===== config.mk =====
export PLATFORM = sky130hd
export DESIGN_NAME = uart_tx_fifo_drain_flat
export DESIGN_NICKNAME = d
export VERILOG_FILES = /design/src/rtl/uart_tx_fifo_drain_pkg.sv /design/src/rtl/uart_tx_fifo_drain_if.sv /design/src/rtl/uart_tx_fifo_drain_baud_counter.sv /design/src/rtl/uart_tx_fifo_drain.sv /design/src/flat_wrapper.sv
export SDC_FILE = /design/constraint.sdc
export NUM_CORES = 1
export LEC_CHECK = 0
export ABC_AREA = 1
export CAP_MARGIN = 20
export CORE_UTILIZATION = 40
export CTS_CLUSTER_DIAMETER = 50
export DETAILED_ROUTE_END_ITERATION = 7
export HOLD_SLACK_MARGIN = 0.08
export PLACE_DENSITY = 0.68
export SYNTH_ARGS = -nofsm -noshare
export SYNTH_HDL_FRONTEND = slang
export SYNTH_SLANG_ARGS = --single-unit

===== constraint.sdc =====
create_clock -name clk -period 1.65 [get_ports clk]
set_input_delay 0.33 -clock clk [delete_from_list [all_inputs] [get_ports clk]]
set_output_delay 0.33 -clock clk [all_outputs]
set_load 0.05 [all_outputs]

===== src/rtl/uart_tx_fifo_drain_pkg.sv =====
`default_nettype none
// ============================================================================
// Module      : uart_tx_fifo_drain_pkg
// Description : Shared types and constants for the FIFO-draining UART sender.
// Revision    : 1.0 - initial release
// ============================================================================
package uart_tx_fifo_drain_pkg;

    localparam int DATA_BITS            = 8;
    localparam int DEFAULT_CLKS_PER_BIT = 434;

    typedef enum logic [1:0] {
        IDLE  = 2'd0,
        START = 2'd1,
        DATA  = 2'd2,
        STOP  = 2'd3
    } state_t;

endpackage : uart_tx_fifo_drain_pkg
`default_nettype wire


===== src/rtl/uart_tx_fifo_drain_if.sv =====
`default_nettype none
// ============================================================================
// Module      : uart_tx_fifo_drain_if
// Description : FIFO read-side handshake (head byte, empty flag, pop pulse).
// Revision    : 1.0 - initial release
// ============================================================================
interface uart_tx_fifo_drain_if;
    import uart_tx_fifo_drain_pkg::*;

    logic [DATA_BITS-1:0] fifo_dout;
    logic                 fifo_empty;
    logic                 fifo_trig_read;

    // master pops the FIFO, slave is the FIFO itself
    modport master (
        input  fifo_dout,
        input  fifo_empty,
        output fifo_trig_read
    );

    modport slave (
        output fifo_dout,
        output fifo_empty,
        input  fifo_trig_read
    );

endinterface : uart_tx_fifo_drain_if
`default_nettype wire


===== src/rtl/uart_tx_fifo_drain_baud_counter.sv =====
`default_nettype none
// ============================================================================
// Module      : uart_baud_counter
// Description : Free-running bit-period counter; tick marks the last cycle.
// Revision    : 1.0 - initial release
// ============================================================================
module uart_baud_counter #(
    parameter int CLKS_PER_BIT = 434
) (
    input  logic clk,
    input  logic rst,
    input  logic clear,
    output logic tick
);

    localparam int          CNT_W  = $clog2(CLKS_PER_BIT);
    localparam logic [CNT_W-1:0] c_LAST = CNT_W'(CLKS_PER_BIT - 1);

    logic [CNT_W-1:0] r_cnt;
    logic             w_tick;

    assign w_tick = (r_cnt == c_LAST);
    assign tick   = w_tick;

    always_ff @(posedge clk) begin
        if (rst || clear) begin
            r_cnt <= '0;
        end else if (w_tick) begin
            r_cnt <= '0;
        end else begin
            r_cnt <= r_cnt + CNT_W'(1);
        end
    end

endmodule : uart_baud_counter
`default_nettype wire


===== src/rtl/uart_tx_fifo_drain.sv =====
`default_nettype none
// ============================================================================
// Module      : uart_tx_fifo_drain
// Description : Pops bytes from a FIFO and sends each as an 8N1 frame, LSB first.
// Revision    : 1.0 - initial release
// ============================================================================
module uart_tx_fifo_drain
    import uart_tx_fifo_drain_pkg::*;
#(
    parameter int CLKS_PER_BIT = DEFAULT_CLKS_PER_BIT
) (
    input  logic                       clk,
    input  logic                       rst,
    uart_tx_fifo_drain_if.master       fifo,
    output logic                       tx,
    output logic                       busy
);

    localparam int               IDX_W      = $clog2(DATA_BITS);
    localparam logic [IDX_W-1:0] c_LAST_IDX = IDX_W'(DATA_BITS - 1);

    state_t               r_state;
    logic [DATA_BITS-1:0] r_shift;
    logic [IDX_W-1:0]     r_bit_idx;
    logic                 r_tx;
    logic                 r_busy;
    logic                 r_trig;
    logic                 w_tick;
    logic                 w_clear;

    // Holding the counter at zero while idle aligns it with the start bit.
    assign w_clear = (r_state == IDLE);

    uart_baud_counter #(
        .CLKS_PER_BIT (CLKS_PER_BIT)
    ) u_baud (
        .clk   (clk),
        .rst   (rst),
        .clear (w_clear),
        .tick  (w_tick)
    );

    assign tx                  = r_tx;
    assign busy                = r_busy;
    assign fifo.fifo_trig_read = r_trig;

    always_ff @(posedge clk) begin
        if (rst) begin
            r_state   <= IDLE;
            r_shift   <= '0;
            r_bit_idx <= '0;
            r_tx      <= 1'b1;
            r_busy    <= 1'b0;
            r_trig    <= 1'b0;
        end else begin
            r_trig <= 1'b0;
            case (r_state)
                IDLE: begin
                    r_tx   <= 1'b1;
                    r_busy <= 1'b0;
                    if (!fifo.fifo_empty) begin
                        r_shift <= fifo.fifo_dout;
                        r_trig  <= 1'b1;
                        r_tx    <= 1'b0;
                        r_busy  <= 1'b1;
                        r_state <= START;
                    end
                end
                START: begin
                    if (w_tick) begin
                        r_tx      <= r_shift[0];
                        r_shift   <= {1'b0, r_shift[DATA_BITS-1:1]};
                        r_bit_idx <= '0;
                        r_state   <= DATA;
                    end
                end
                DATA: begin
                    if (w_tick) begin
                        if (r_bit_idx < c_LAST_IDX) begin
                            // r_shift[0] already holds the next bit after the shift
                            r_bit_idx <= r_bit_idx + IDX_W'(1);
                            r_tx      <= r_shift[0];
                            r_shift   <= {1'b0, r_shift[DATA_BITS-1:1]};
                        end else begin
                            r_tx    <= 1'b1;
                            r_state <= STOP;
                        end
                    end
                end
                STOP: begin
                    if (w_tick) begin
                        r_busy  <= 1'b0;
                        r_state <= IDLE;
                    end
                end
                default: begin
                    r_state <= IDLE;
                end
            endcase
        end
    end

endmodule : uart_tx_fifo_drain
`default_nettype wire


===== src/flat_wrapper.sv =====
// flat-port wrapper written by rule: the top's interface ports become plain ports
module uart_tx_fifo_drain_flat import uart_tx_fifo_drain_pkg::*;
#(
    parameter int CLKS_PER_BIT = DEFAULT_CLKS_PER_BIT
)
  (clk, rst, tx, busy, fifo_fifo_dout, fifo_fifo_empty, fifo_fifo_trig_read);
  uart_tx_fifo_drain_if fifo_i ();
  input  logic clk;
  input  logic rst;
  output logic tx;
  output logic busy;
  input wire logic [$bits(fifo_i.fifo_dout)-1:0] fifo_fifo_dout;
  input wire logic [$bits(fifo_i.fifo_empty)-1:0] fifo_fifo_empty;
  output wire logic [$bits(fifo_i.fifo_trig_read)-1:0] fifo_fifo_trig_read;
  assign fifo_i.fifo_dout = fifo_fifo_dout;
  assign fifo_i.fifo_empty = fifo_fifo_empty;
  assign fifo_fifo_trig_read = fifo_i.fifo_trig_read;
  uart_tx_fifo_drain #(.CLKS_PER_BIT(CLKS_PER_BIT)) u_core (.clk(clk), .rst(rst), .fifo(fifo_i), .tx(tx), .busy(busy));
endmodule

==> flow_summary_export.csv, run 1 <==
group,metric,value,unit
floorplan,core,3153,um2
floorplan,die-height,60.74,um
cts,postCtsSetupBuffers,0,
placed_design,placed_area,1589,um2
final_layout,postLayoutCellArea,1625,um2
final_layout,area_delta_synth_final,17.77,%
power_and_ir_drop,p_per_area,1716,nW/um2
timing,fin_tns_setup,0,ps
worst_setup_path,required,1910,ps
floorplan,rows,20,
placed_design,dp_hpwl,1.991,mm
worst_setup_path,cp_max_fo,8,
final_layout,multi_input_area,802.0,um2
flow_run,maxCapViolations,0,
grt,grt_pass1_vias,1046,
synth,seq_area_frac_synth,0.3626,
timing,fin_crit,1491,ps
worst_setup_path,cp.buffers_inverters,2,
placed_design,gp_congestion,0.8029,
timing,worst_slew_pin_slew,298.0,ps
synth,synthTopCellsByArea,"dfxtp_1 36%, nand2_1 11%, nor2_1 9.5%, ha_1 7.3%, mux2i_1 5.1%",
placed_design,portBuffers,13,
worst_setup_path,path_delay_family,"simple AND/OR/NAND/NOR gates",
drt,wl,2.629,mm
drt,dr.pass1.iters,4,
cts,post_cts_resized,0,
timing,rsz0062_at_grt,"false",
synth,async_flop_share,0,
final_layout,final_nets,227,
timing,report.final.slew_viol_count,0,
drt,viasPerCell,4.637,
worst_setup_path,max_stage_delay,390,ps
drt,drt_iter0_markers,50,
timing,worst_slack,159.5,ps
synth,ys.flop_type,"dfxtp_1",
hold_path,hp-class,"register to register",
timing,setup_viol,0,
final_layout,fill_cells,329,
synth,yosysTopAreaCell,"dfxtp_1",
power_and_ir_drop,p_int,0.001508,W
floorplan,chipWidth,60.74,um
synth,netlist_instances,187,
grt,grt_pass1_wl,4.450,mm
drt,drc,0,
power_and_ir_drop,clockPowerShare,0.098,
grt,antenna_found_initial,0,
drt,postRouteAntennaNets,0,
synth,yosys_warnings,0,
cts,numCtsBuffers,3,
synth,synth_edf_count,0,
final_layout,layout.cells.non_filler,251,
final_layout,seq_area,503.0,um2
synth,yosysUniqueCellTypes,24,
worst_setup_path,critical_path_class,"register to register",
cts,cts_tree,"yes",
grt,grt_use_total,0.1599,
synth,synth.avg_cell_area,7.380,um2
final_layout,most-common-layout-cells,"40 x nand2_1, 34 x nor2_1, 23 x dfxtp_1, 17 x inv_1, 12 x nand3_1",
grt,gr-total-overflow,0,
placed_design,dp_cells,247,
timing,clock.fmax,0.6709,GHz
outcome,status,"complete, no violations",
cts,clock_sinks,25,
synth,syn-cell-area,1380,um2
power_and_ir_drop,seq_power_share,0.310,
timing,relSlewSlack,0.8009,
worst_setup_path,slowest_stage,"dfxtp_1",
worst_setup_path,cp.arrival,1750,ps
worst_setup_path,crit_path_end_kind,"register",
final_layout,drive_above_1_share,0.1401,
drt,num_vias,1164,
timing,min_period_over_period,0.9034,
power_and_ir_drop,leakage,0.7308,nW
synth,synth_top_area_share,0.3626,
cts,cts_hold_buf,0,
drt,routedWlPerCell,10.47,um
timing,hold_viol,0,
worst_setup_path,startpoint_type,"register",
cts,clock_latency,310,ps
floorplan,dieArea,3689,um2
synth,synthesis.nets,206,
cts,h-tree-depth,1,
power_and_ir_drop,ir_worst_vdd,1019,uV
synth,ys_seq_elements,25,
floorplan,start_util,0.4377,
power_and_ir_drop,switching_power,0.001280,W
grt,grt_max_degree,14,
floorplan,io_pins,14,
cts,clk_pin_slew_worst_paths,140,ps
final_layout,diodes,0,
power_and_ir_drop,power_frac_comb,0.593,
placed_design,place_ws,96.61,ps
cts,clk_path_buf_depth,2,
worst_setup_path,crit_chain,"inv_1, ha_1, nand2_1, nand2_1, inv_1, nand2_4, nor2_8, nor2_1, nor2_1",
power_and_ir_drop,sw_frac_of_total,0.4591,
cts,root_buffer,"clkbuf_4",
timing,fin_worst_skew,4.833,ps
final_layout,final_common_cell,"nand2_1",
[worst paths after layout]
check | slack, ps | to | start | depth (start not counted)
worst max register to register | 160 | u_core.r_shift[3]$_SDFFE_PP0P_ | u_core.r_state[1]$_SDFFE_PP0P_ | 9
worst max-delay path | 160 | u_core.r_shift[3]$_SDFFE_PP0P_ | u_core.r_state[1]$_SDFFE_PP0P_ | 9
worst min-delay path | 470 | u_core.tx$_SDFFE_PP1P_ | u_core.tx$_SDFFE_PP1P_ | 2
worst min register to register | 470 | u_core.tx$_SDFFE_PP1P_ | u_core.tx$_SDFFE_PP1P_ | 2
[metrics by stage]
stage | util | power, W | hold slack (ps)
finish | 0.5155 | 0.002789 | 474.4
global route | 0.5155 | 0.003062 | 503.9
CTS | 0.5123 | 0.002790 | 478.8
detailed placement | 0.5040 | 0.002508 | 446.6
global placement | 0.5040 | 0.002490 | 446.5
floorplan | - | 0.002144 | 399.1
[cells in the mapped netlist (2+ instances only)]
library cell  count
nand2_1          40
nor2_1           35
dfxtp_1          25
inv_1            17
nand3_1          13
a21oi_1           9
ha_1              8
mux2i_1           7
nand4_1           7
nand2_4           4
nor3_1            4
buf_2             2
inv_2             2
nand2_2           2
nor2_4            2
o21ai_0           2
[tightest hold or removal path: stages (launching register included)]
cell and delay (ps):
dfxtp_1 350, a21oi_1 60, nand2_1 40
[flip-flops by register name (all words and copies together), names as in the netlist]
name	cells
u_core.r_bit_idx	3
u_core.r_state	2
u_core.busy	1
u_core.tx	1
u_core.u_baud.r_cnt	9
u_core.r_shift	8
u_core.fifo.fifo_trig_read	1
[cells by family (layout without fill, tap and decap cells)]
logic type	count (synthesis)	in the layout	synth area share
compound gates	13	13	0.05712
xor+xnor	2	2	0.01269
fa+ha+maj	8	8	0.07253
buf+inv	22	42	0.06165
flops	25	25	0.3626
mux	7	7	0.05077
simple gates	110	110	0.3826
[cell type report]
class,count,area share
Multi-Input combinational cell,140,0.4935
Timing Repair Buffer,19,0.1032
Clock buffer,4,0.01617
Tap cell,44,0.03387
Sequential cell,25,0.3095
Inverter,19,0.04388
[layer usage]
metal	vias up	global-route usage	wire, um
met5	-	0	0
met4	0	0.05844	28
met3	2	0.01919	58
met2	12	0.2543	1185
met1	506	0.2229	1358
li1	644	-	-
[power by group through the flow]
stage / clock network, W / registers, W / logic (W)
floorplan: 0 / 0.000940 / 0.00120
global placement: 0 / 0.000869 / 0.00162
detailed placement: 0 / 0.000871 / 0.00164
CTS: 0.000289 / 0.000858 / 0.00164
global route: 0.000311 / 0.000884 / 0.00187
finish: 0.000272 / 0.000864 / 0.00165
Power figures use the tool's default switching activity.
==> run 2: changes to the inputs <==
--- a/config.mk
+++ b/config.mk
@@ -10,8 +10,10 @@
 export CORE_UTILIZATION = 40
 export CTS_CLUSTER_DIAMETER = 50
 export DETAILED_ROUTE_END_ITERATION = 7
+export DONT_BUFFER_PORTS = 1
 export HOLD_SLACK_MARGIN = 0.08
-export PLACE_DENSITY = 0.68
+export PLACE_DENSITY = 0.62
+export REMOVE_ABC_BUFFERS = 1
 export SYNTH_ARGS = -nofsm -noshare
 export SYNTH_HDL_FRONTEND = slang
 export SYNTH_SLANG_ARGS = --single-unit
==> run 2 against run 1 <==
Against the previous run: clock-buffer cell count stayed put; register-to-register slack hardly changed; combinational power is 5% lower; flip-flop and latch count stayed put; global-route usage is 2.3 points higher; critical path depth is 2 lower; critical endpoint is now u_core.r_shift[1]$_SDFFE_PP0P_; largest power group unchanged; highest routed layer unchanged.
==> flow_summary_export.csv, run 2 (same netlist as run 1, synthesis figures left out) <==
group,metric,value,unit
floorplan,die-height,60.74,um
hold_path,hp-class,"primary input to register",
cts,clk_pin_slew_worst_paths,130,ps
power_and_ir_drop,switching_power,0.001327,W
grt,antenna_found_initial,0,
timing,rsz0062_at_grt,"true",
drt,routedWlPerCell,12.00,um
floorplan,dieArea,3689,um2
power_and_ir_drop,ir_worst_vdd,817.5,uV
placed_design,gp_congestion,0.8623,
worst_setup_path,cp.arrival,1740,ps
grt,gr-total-overflow,0,
timing,relSlewSlack,0.6531,
drt,num_vias,1195,
cts,cts_tree,"yes",
timing,fin_worst_skew,0.9869,ps
timing,setup_viol,0,
timing,holdWs,234.8,ps
power_and_ir_drop,seq_power_share,0.339,
worst_setup_path,crit_path_end_kind,"register",
placed_design,dp_hpwl,2.143,mm
floorplan,start_util,0.4377,
cts,root_buffer,"clkbuf_4",
final_layout,final_nets,213,
worst_setup_path,required,1890,ps
worst_setup_path,startpoint_type,"register",
timing,min_period_over_period,0.9054,
grt,grt_max_degree,14,
cts,h-tree-depth,1,
timing,worst_slew_pin_slew,519.6,ps
final_layout,fin_util,0.4798,
cts,clk_path_buf_depth,2,
floorplan,rows,20,
final_layout,diodes,0,
drt,dr.pass1.iters,4,
grt,grt_use_total,0.1832,
power_and_ir_drop,power,0.002808,W
timing,report.final.slew_viol_count,0,
grt,grt_pass1_vias,1161,
drt,postRouteAntennaNets,0,
power_and_ir_drop,clockPowerShare,0.101,
final_layout,area_delta_synth_final,9.610,%
final_layout,largest_register,"u_core.u_baud.r_cnt",
worst_setup_path,r2r_cells,7,
drt,drc,0,
floorplan,core,3153,um2
cts,clock_latency,330,ps
hold_path,worstHoldPathCells,4,
final_layout,drive_above_1_share,0.1347,
worst_setup_path,critical_path_class,"register to register",
final_layout,most-common-layout-cells,"40 x nand2_1, 34 x nor2_1, 24 x dfxtp_1, 16 x inv_1, 12 x nand3_1",
flow_run,maxCapViolations,0,
drt,wl,2.844,mm
timing,clock.fmax,0.6694,GHz
floorplan,io_pins,14,
drt,drt_iter0_markers,80,
cts,numCtsBuffers,3,
floorplan,chipWidth,60.74,um
cts,clock_sinks,25,
timing,fin_crit,1494,ps
power_and_ir_drop,p_per_area,1856,nW/um2
worst_setup_path,cp_max_fo,9,
power_and_ir_drop,power_frac_comb,0.560,
final_layout,largest_registers,"u_core.u_baud.r_cnt: 9 flops, u_core.r_shift: 8 flops, u_core.r_bit_idx: 3 flops",
outcome,status,"complete, no violations",
power_and_ir_drop,p_int,0.001481,W
power_and_ir_drop,sw_frac_of_total,0.4725,
final_layout,final_common_cell,"nand2_1",
final_layout,largest_reg_flops,9,
timing,hold_viol,0,
placed_design,portBuffers,0,
drt,viasPerCell,5.042,
cts,postCtsSetupBuffers,0,
power_and_ir_drop,leakage,0.6688,nW
grt,grt_pass1_wl,4.988,mm
==> run 2: metal layers <==
layer / vias up / share of wire / track usage
met2: 27 / 0.50 / 0.3234
met4: 0 / 0.018 / 0.07792
met3: 5 / 0.031 / 0.02559
met1: 549 / 0.45 / 0.2222
met5: - / 0 / 0
li1: 614 / - / -
==> run 2: final timing paths <==
path                                  startpoint                        endpoint  slack [ps]
setup / recovery  u_core.r_state[0]$_SDFFE_PP0P_  u_core.r_shift[1]$_SDFFE_PP0P_         160
hold / removal                 fifo_fifo_dout[7]  u_core.r_shift[7]$_SDFFE_PP0P_         230
setup reg to reg  u_core.r_state[0]$_SDFFE_PP0P_  u_core.r_shift[1]$_SDFFE_PP0P_         160
hold reg to reg   u_core.r_shift[3]$_SDFFE_PP0P_  u_core.r_shift[3]$_SDFFE_PP0P_         500
==> run 2: final cells by class <==
| class | count | area (um2) |
|---|---|---|
| Inverter | 19 | 71.32 |
| Multi-Input combinational cell | 140 | 812.0 |
| Tap cell | 44 | 55.05 |
| Clock buffer | 4 | 26.28 |
| Sequential cell | 25 | 501.7 |
| Timing Repair Buffer | 5 | 46.29 |
| Fill cell | 328 | 1640 |
==> run 2: what timing repair did <==
item                       4_1_cts  5_1_grt
setup endpoints to repair        0       14
hold buffers                     2        0
resized for setup                0        9
hold endpoints to repair         6        0
==> run 2: through the flow <==
| step | setup TNS (ps) | cells | area (um2) | setup slack, ps |
|---|---|---|---|---|
| 6_report | 0 | 237 | 1513 | 156.1 |
| 2_1_floorplan | 0 | 184 | 1366 | 74.11 |
| 5_1_grt | -19.14 | 237 | 1513 | -12.00 |
| 3_5_place_dp | 0 | 231 | 1444 | 55.64 |
| 4_1_cts | 0 | 237 | 1490 | 23.36 |
| 3_3_place_gp | 0 | 231 | 1444 | 188.8 |
==> run 2: worst max-delay path, stage by stage, from the launching register on <==
cell	delay [ps]
dfxtp_1	380
inv_1	100
ha_1	320
buf_6	170
mux2i_2	240
nand3_2	90
nand2_1	70
nor2_1	30
==> run 2: power groups by stage <==
stage / Clock (W) / Sequential (W) / Combinational, W
2_1_floorplan: 0 / 0.000940 / 0.00120
3_3_place_gp: 0 / 0.000952 / 0.00144
3_5_place_dp: 0 / 0.000960 / 0.00150
4_1_cts: 0.000294 / 0.000948 / 0.00151
5_1_grt: 0.000318 / 0.000968 / 0.00182
6_report: 0.000283 / 0.000951 / 0.00157
==> run 3: changes to the inputs <==
--- a/config.mk
+++ b/config.mk
@@ -11,6 +11,7 @@
 export CTS_CLUSTER_DIAMETER = 50
 export DETAILED_ROUTE_END_ITERATION = 7
 export DONT_BUFFER_PORTS = 1
+export GPL_ROUTABILITY_DRIVEN = 0
 export HOLD_SLACK_MARGIN = 0.08
 export PLACE_DENSITY = 0.62
 export REMOVE_ABC_BUFFERS = 1
==> results of run 3 <==
No change in the layout: final DEF, timing and power equal those of run 2.
